==> config.mk <==
export PLATFORM = sky130hd
export DESIGN_NAME = lift_scan_ctrl
export DESIGN_NICKNAME = d
export VERILOG_FILES = /design/src/rtl/lift_pkg.sv /design/src/rtl/lift_call_queue.sv /design/src/rtl/lift_scan_ctrl.sv
export SDC_FILE = /design/constraint.sdc
export NUM_CORES = 1
export LEC_CHECK = 0
export CORE_MARGIN = 2
export CORE_UTILIZATION = 40
export CTS_CLUSTER_DIAMETER = 40
export CTS_CLUSTER_SIZE = 12
export DETAILED_ROUTE_END_ITERATION = 7
export GPL_ROUTABILITY_DRIVEN = 0
export PLACE_DENSITY_LB_ADDON = 0.05
export SLEW_MARGIN = 25
export SYNTH_ARGS = -nofsm -noshare
export SYNTH_HDL_FRONTEND = slang
export SYNTH_SLANG_ARGS = --single-unit
==> constraint.sdc <==
create_clock -name clk -period 3 [get_ports clk]
set_input_delay 0.6 -clock clk [delete_from_list [all_inputs] [get_ports clk]]
set_output_delay 0.6 -clock clk [all_outputs]
set_load 0.01 [all_outputs]
==> src/rtl/lift_pkg.sv <==
// Shared state encoding and default timing constants for the SCAN lift controller.
package lift_pkg;

   localparam logic [2:0] ST_IDLE       = 3'd0;
   localparam logic [2:0] ST_MOVE_UP    = 3'd1;
   localparam logic [2:0] ST_MOVE_DOWN  = 3'd2;
   localparam logic [2:0] ST_DOOR_OPEN  = 3'd3;
   localparam logic [2:0] ST_DOOR_CLOSE = 3'd4;

   typedef enum logic [2:0] {
      StIdle      = ST_IDLE,
      StMoveUp    = ST_MOVE_UP,
      StMoveDown  = ST_MOVE_DOWN,
      StDoorOpen  = ST_DOOR_OPEN,
      StDoorClose = ST_DOOR_CLOSE
   } lift_state_e;

   localparam int unsigned DEF_NUM_FLOORS    = 8;
   localparam int unsigned DEF_TRAVEL_CYCLES = 3;
   localparam int unsigned DEF_DOOR_CYCLES   = 4;

endpackage

==> src/rtl/lift_call_queue.sv <==
// Pending-call register with set/clear and direction reductions relative to the car position.
module lift_call_queue
   import lift_pkg::*;
#(
   parameter int unsigned NUM_FLOORS = DEF_NUM_FLOORS,
   parameter int unsigned FLOOR_W    = $clog2(NUM_FLOORS)
) (
   input  logic                  clk,
   input  logic                  rst,
   input  logic                  set_valid,
   input  logic [FLOOR_W-1:0]    set_floor,
   input  logic                  clr_valid,
   input  logic [FLOOR_W-1:0]    clr_floor,
   input  logic [FLOOR_W-1:0]    current_floor,
   output logic [NUM_FLOORS-1:0] pending,
   output logic                  at_floor,
   output logic                  any_above,
   output logic                  any_below
);

   logic [NUM_FLOORS-1:0] pending_q, pending_d;
   logic [NUM_FLOORS-1:0] set_mask, clr_mask;

   // Clear wins over set so a call for the floor being served on this edge is absorbed.
   always_comb begin
      set_mask = '0;
      clr_mask = '0;
      if (set_valid && (32'(set_floor) < NUM_FLOORS)) set_mask[set_floor] = 1'b1;
      if (clr_valid) clr_mask[clr_floor] = 1'b1;
      pending_d = (pending_q | set_mask) & ~clr_mask;
   end

   always_ff @(posedge clk or negedge rst) begin
      if (!rst) pending_q <= '0;
      else      pending_q <= pending_d;
   end

   always_comb begin
      any_above = 1'b0;
      any_below = 1'b0;
      for (int i = 0; i < int'(NUM_FLOORS); i++) begin
         if (pending_q[i] && (i > int'(current_floor))) any_above = 1'b1;
         if (pending_q[i] && (i < int'(current_floor))) any_below = 1'b1;
      end
      at_floor = pending_q[current_floor];
   end

   assign pending = pending_q;

endmodule

==> src/rtl/lift_scan_ctrl.sv <==
// Multi-floor SCAN lift controller: FSM, travel/door timers, motor and door outputs.
// Optional emergency stop input enabled by defining LIFT_ESTOP_EN.
module lift_scan_ctrl
   import lift_pkg::*;
#(
   parameter int unsigned NUM_FLOORS    = DEF_NUM_FLOORS,
   parameter int unsigned FLOOR_W       = $clog2(NUM_FLOORS),
   parameter int unsigned TRAVEL_CYCLES = DEF_TRAVEL_CYCLES,
   parameter int unsigned DOOR_CYCLES   = DEF_DOOR_CYCLES
) (
   input  logic                  clk,
   input  logic                  rst,
`ifdef LIFT_ESTOP_EN
   input  logic                  estop,
`endif
   input  logic                  req_valid,
   input  logic [FLOOR_W-1:0]    req_floor,
   output logic [FLOOR_W-1:0]    current_floor,
   output logic                  motor_up,
   output logic                  motor_down,
   output logic                  door_open,
   output logic                  door_close,
   output logic                  dir_up,
   output logic [NUM_FLOORS-1:0] pending,
   output logic                  busy
);

   localparam int unsigned TRAVEL_W = $clog2(TRAVEL_CYCLES + 1);
   localparam int unsigned DOOR_W   = $clog2(DOOR_CYCLES + 1);
   localparam logic [FLOOR_W-1:0] TOP_FLOOR = FLOOR_W'(NUM_FLOORS - 1);

   lift_state_e          state_q, state_d;
   logic [FLOOR_W-1:0]   floor_q, floor_d;
   logic                 dir_q, dir_d;
   logic [TRAVEL_W-1:0]  travel_q, travel_d;
   logic [DOOR_W-1:0]    door_q, door_d;

   logic                 halt;
   logic                 door_call;
   logic                 set_valid;
   logic                 clr_valid;
   logic [FLOOR_W-1:0]   clr_floor;
   logic                 at_floor, any_above, any_below;
   logic                 travel_done, door_done;

`ifdef LIFT_ESTOP_EN
   assign halt = estop;
`else
   assign halt = 1'b0;
`endif

   // A call for the open floor only extends the dwell; it never re-queues the floor.
   assign door_call   = req_valid && (state_q == StDoorOpen) && (req_floor == floor_q);
   assign set_valid   = req_valid && !door_call;
   assign travel_done = (travel_q == TRAVEL_W'(TRAVEL_CYCLES - 1));
   assign door_done   = (door_q == DOOR_W'(DOOR_CYCLES - 1));

   lift_call_queue #(
      .NUM_FLOORS (NUM_FLOORS),
      .FLOOR_W    (FLOOR_W)
   ) u_call_queue (
      .clk           (clk),
      .rst           (rst),
      .set_valid     (set_valid),
      .set_floor     (req_floor),
      .clr_valid     (clr_valid),
      .clr_floor     (clr_floor),
      .current_floor (floor_q),
      .pending       (pending),
      .at_floor      (at_floor),
      .any_above     (any_above),
      .any_below     (any_below)
   );

   always_ff @(posedge clk or negedge rst) begin
      if (!rst) begin
         state_q  <= StIdle;
         floor_q  <= '0;
         dir_q    <= 1'b1;
         travel_q <= '0;
         door_q   <= '0;
      end else begin
         state_q  <= state_d;
         floor_q  <= floor_d;
         dir_q    <= dir_d;
         travel_q <= travel_d;
         door_q   <= door_d;
      end
   end

   always_comb begin
      state_d   = state_q;
      floor_d   = floor_q;
      dir_d     = dir_q;
      travel_d  = travel_q;
      door_d    = door_q;
      clr_valid = 1'b0;
      clr_floor = floor_q;
      // Emergency stop freezes everything except call capture.
      if (!halt) begin
         unique case (state_q)
            StIdle: begin
               travel_d = '0;
               door_d   = '0;
               if (at_floor) begin
                  state_d   = StDoorOpen;
                  clr_valid = 1'b1;
               end else if (any_above) begin
                  state_d = StMoveUp;
                  dir_d   = 1'b1;
               end else if (any_below) begin
                  state_d = StMoveDown;
                  dir_d   = 1'b0;
               end
            end
            StMoveUp, StMoveDown: begin
               if (travel_done) begin
                  travel_d = '0;
                  if ((state_q == StMoveUp && floor_q == TOP_FLOOR) ||
                      (state_q == StMoveDown && floor_q == '0)) begin
                     state_d = StIdle;
                  end else begin
                     floor_d = (state_q == StMoveUp) ? floor_q + 1'b1 : floor_q - 1'b1;
                     if (pending[floor_d]) begin
                        state_d   = StDoorOpen;
                        door_d    = '0;
                        clr_valid = 1'b1;
                        clr_floor = floor_d;
                     end
                  end
               end else begin
                  travel_d = travel_q + 1'b1;
               end
            end
            StDoorOpen: begin
               if (door_call) begin
                  door_d = '0;
               end else if (door_done) begin
                  state_d = StDoorClose;
                  door_d  = '0;
               end else begin
                  door_d = door_q + 1'b1;
               end
            end
            StDoorClose: begin
               travel_d = '0;
               if (dir_q ? any_above : any_below) begin
                  state_d = dir_q ? StMoveUp : StMoveDown;
               end else if (dir_q ? any_below : any_above) begin
                  state_d = dir_q ? StMoveDown : StMoveUp;
                  dir_d   = !dir_q;
               end else begin
                  state_d = StIdle;
               end
            end
            default: state_d = StIdle;
         endcase
      end
   end

   always_comb begin
      motor_up   = (state_q == StMoveUp) && !halt;
      motor_down = (state_q == StMoveDown) && !halt;
      door_open  = (state_q == StDoorOpen) || (halt && state_q == StIdle);
      door_close = !door_open;
      busy       = (state_q != StIdle) || (|pending);
   end

   assign current_floor = floor_q;
   assign dir_up        = dir_q;

endmodule
==> impl_metrics.env <==
export IMPL_status="finished clean"
export IMPL_multi_input_area_mm2=0.00103
export IMPL_synth_cells=182
export IMPL_finish_utilization_pct=50.0
export IMPL_tns_ns=0
export IMPL_clk_pin_slew_ns=0.08
export IMPL_finalCritPeriodShare_pct=92.9
export IMPL_ys_top_cells_by_area="dfrtp_1, ha_1, mux2i_1"
export IMPL_io_pins=23
export IMPL_async_reset_ff_share_pct=100
export IMPL_crit_top_cell="ha_1"
export IMPL_core_area_mm2=0.00394
export IMPL_r2r_setup_slack_ns=0.21
export IMPL_route_met2_wl_um=2080
export IMPL_yosysTopAreaCellShare_pct=29.4
export IMPL_rsz0062_at_grt="false"
export IMPL_met3_length_um=253
export IMPL_finalCriticalPeriod_ns=2.79
export IMPL_top_layer="met4"
export IMPL_portBuffers=22
export IMPL_setup_violations=0
export IMPL_dpl_cell_area_mm2=0.00192
export IMPL_clk_latency_ns=0.26
export IMPL_ant_nets=0
export IMPL_crit_required_ns=3.15
export IMPL_ys_types=51
export IMPL_maxSlewHeadroom_pct=53.1
export IMPL_cts_made_buffers=3
export IMPL_antenna_cells=0
export IMPL_die_x_um=67.6
export IMPL_drive_gt1_share_pct=11.6
export IMPL_yosysTopAreaCell="dfrtp_1"
export IMPL_max_freq_ghz=0.359
export IMPL_grt_pass1_vias=1485
export IMPL_die_area_mm2=0.00457
export IMPL_synth_nets=193
export IMPL_r2r_start="current_floor[0]$_DFFE_PN0P_"
export IMPL_antenna_found_initial=0
export IMPL_cts_tree="done"
export IMPL_clock_skew_final_ns=0.00361
export IMPL_peakVddDrop_mv=0.479
export IMPL_ys_ff_latch=20
export IMPL_fillers=376
export IMPL_worstSetupEndpointType="flop"
export IMPL_cts_resized=0
export IMPL_synth_flop_cell="dfrtp_1"
export IMPL_grt_max_degree=21
export IMPL_maxSlewViolCount=0
export IMPL_avgSynthCellArea_um2=8.89
export IMPL_slowest_delay_ns=0.40
export IMPL_critPathMaxFanout=6
export IMPL_grt_pass1_wl_um=7420
export IMPL_drc=0
export IMPL_power_leakage_nw=0.824
export IMPL_root_buffer="clkbuf_8"
export IMPL_cts_htree_levels=1
export IMPL_wirelength_um=4430
export IMPL_postLayoutCellArea_mm2=0.00197
export IMPL_arrival_ns=2.94
export IMPL_clock_sinks=20
export IMPL_area_delta_synth_final_pct=21.9
export IMPL_overflow=0
export IMPL_row_count=23
export IMPL_tightest_slew_ns=0.698
export IMPL_grt_use_total_pct=21.8
export IMPL_num_vias=1531
export IMPL_yosysWarnings=0
export IMPL_power_density_mw_per_mm2=1220
export IMPL_postCtsSetupBuffers=0
export IMPL_firstDrtPassIters=4
export IMPL_via_per_inst=5.96
export IMPL_holdCritStartpoint="dir_up$_DFFE_PN1P_"
export IMPL_initial_core_util_pct=41.0
export IMPL_ctsLongestPathBuffers=2
export IMPL_syn_area_mm2=0.00162
export IMPL_slowest_stage="dfrtp_1"
export IMPL_timing_rr_end="u_call_queue.pending[4]$_DFF_PN0_"
export IMPL_drt_iter0_markers=86
export IMPL_cts_hold_buf=0
export IMPL_die_height_um=67.6
export IMPL_nets=219
export IMPL_cp_cell_sequence="ha_1, ha_1, nor4b_2, o21bai_2, a221oi_2, o211ai_2, mux2i_1, o2bb2a_1"
export IMPL_synth_edff_count=0
export IMPL_min_path_type="reg -> reg"
export IMPL_met1_length_um=2060
export IMPL_hold_viol_final=0
export IMPL_setup_worst_path_start_class="flop"
export IMPL_wl_per_cell_um=17.2
export IMPL_hold_end="dir_up$_DFFE_PN1P_"
export IMPL_dp_final_hpwl_um=3280
export IMPL_seqCellArea_um2=502
export IMPL_drv_cap=0
export IMPL_reg2reg_depth=8
export IMPL_ys_seq_area_share_pct=31.0
export IMPL_whs_path_depth=2
export IMPL_crit_type="reg -> reg"
[Yosys cell counts (2+ instances only)]
cell	n
mux2_4	2
nand4_1	2
nand3_1	2
nor3_1	10
o21a_1	2
o2bb2a_1	4
buf_2	5
a211oi_1	3
nand2b_1	5
a221oi_2	2
buf_1	2
mux2i_1	6
dfrtp_1	19
inv_1	12
nor2b_1	6
o21ai_0	10
xor2_1	2
nand3b_1	2
and2_1	4
ha_1	5
nor3b_1	3
nand2_1	10
xnor2_1	6
mux2_2	3
a21oi_1	10
nor2_1	11
a21boi_0	2
a22o_1	4
a31oi_1	6
[how the worst max path moves through the flow]
stage,slack [ns],to,from,cells past startpoint
CTS,0.22,busy,state_q[2]$_DFFE_PN0P_,3
global route,0.03,u_call_queue.pending[6]$_DFF_PN0_,current_floor[0]$_DFFE_PN0P_,8
global placement,0.31,u_call_queue.pending[4]$_DFF_PN0_,current_floor[0]$_DFFE_PN0P_,8
floorplan,0.38,state_q[0]$_DFFE_PN0P_,current_floor[1]$_DFFE_PN0P_,9
detailed placement,0.26,u_call_queue.pending[4]$_DFF_PN0_,current_floor[0]$_DFFE_PN0P_,8
finish,0.21,u_call_queue.pending[4]$_DFF_PN0_,current_floor[0]$_DFFE_PN0P_,8
[worst max-delay path, delay by kind of cell, from the launching register on]
kind / cells / cell delay [ns]
mux: 1 / 0.32
compound gates: 4 / 1.06
simple gates: 1 / 0.39
flops: 1 / 0.40
fa+ha+maj: 2 / 0.50
[logic make-up (layout without fill, tap and decap cells)]
logic type / Yosys count / count (layout) / synth area share (%)
compound gates: 59 / 59 / 27.5
simple gates: 58 / 58 / 20.0
flops: 20 / 20 / 31.0
buf+inv: 20 / 45 / 5.03
mux: 11 / 11 / 7.66
xor+xnor: 8 / 8 / 4.33
fa+ha+maj: 6 / 6 / 4.49
[routing by layer]
| layer | track usage (%) | up-vias |
|---|---|---|
| met4 | 7.14 | 0 |
| met2 | 34.8 | 55 |
| met5 | 0 | - |
| met1 | 30.3 | 752 |
| met3 | 2.83 | 5 |
| li1 | - | 719 |
[power breakdown]
| group | switching (W) | internal, W | total, W |
|---|---|---|---|
| clock network | 0.0000932 | 0.000117 | 0.000210 |
| registers | 0.000192 | 0.000373 | 0.000565 |
| logic | 0.000873 | 0.000749 | 0.00162 |
| total | 0.00116 | 0.00124 | 0.00240 |
[layout by cell type, fill, tap and decap left out, types with 2 or more instances in the layout]
| master | synthesis | routed |
|---|---|---|
| mux2i_1 | 6 | 6 |
| nand2b_1 | 5 | 5 |
| a211oi_1 | 3 | 3 |
| xor2_1 | 2 | 2 |
| ha_1 | 5 | 5 |
| and2_1 | 4 | 4 |
| nand2_1 | 10 | 10 |
| nand3_1 | 2 | 2 |
| a21boi_0 | 2 | 2 |
| mux2_2 | 3 | 3 |
| xnor2_1 | 6 | 6 |
| nor2_1 | 11 | 11 |
| inv_1 | 12 | 12 |
| o21a_1 | 2 | 2 |
| clkdlybuf4s50_1 | 0 | 22 |
| mux2_4 | 2 | 2 |
| a221oi_2 | 2 | 2 |
| clkbuf_8 | 0 | 4 |
| nor2b_1 | 6 | 6 |
| buf_4 | 0 | 7 |
| nor3_1 | 10 | 10 |
| dfrtp_1 | 19 | 19 |
| o2bb2a_1 | 4 | 4 |
| a22o_1 | 4 | 4 |
| a21oi_1 | 10 | 10 |
| a31oi_1 | 6 | 6 |
| o21ai_0 | 10 | 10 |
| nor3b_1 | 3 | 3 |
| nand3b_1 | 2 | 2 |
| nand4_1 | 2 | 2 |
[per-stage QoR]
step,hold WS (ns),worst slack (ns),std cells,total power (W)
floorplan,0.304,0.378,182,0.00165
global route,0.548,0.0300,257,0.00260
CTS,0.507,0.222,257,0.00240
global placement,0.472,0.312,253,0.00215
detailed placement,0.496,0.257,253,0.00218
finish,0.507,0.214,257,0.00240
[registers in the layout, indices dropped and copies added, names as in the netlist]
name	cells
dir_up	1
u_call_queue.pending	8
current_floor	3
door_q	3
travel_q	2
state_q	3
[area by class of cell]
class	instances	area share, %
Clock buffer	4	2.79
Timing Repair Buffer	29	13.8
Sequential cell	20	25.4
Tap cell	50	3.17
Multi-Input combinational cell	142	52.5
Inverter	12	2.28
Power figures use the tool's default switching activity.
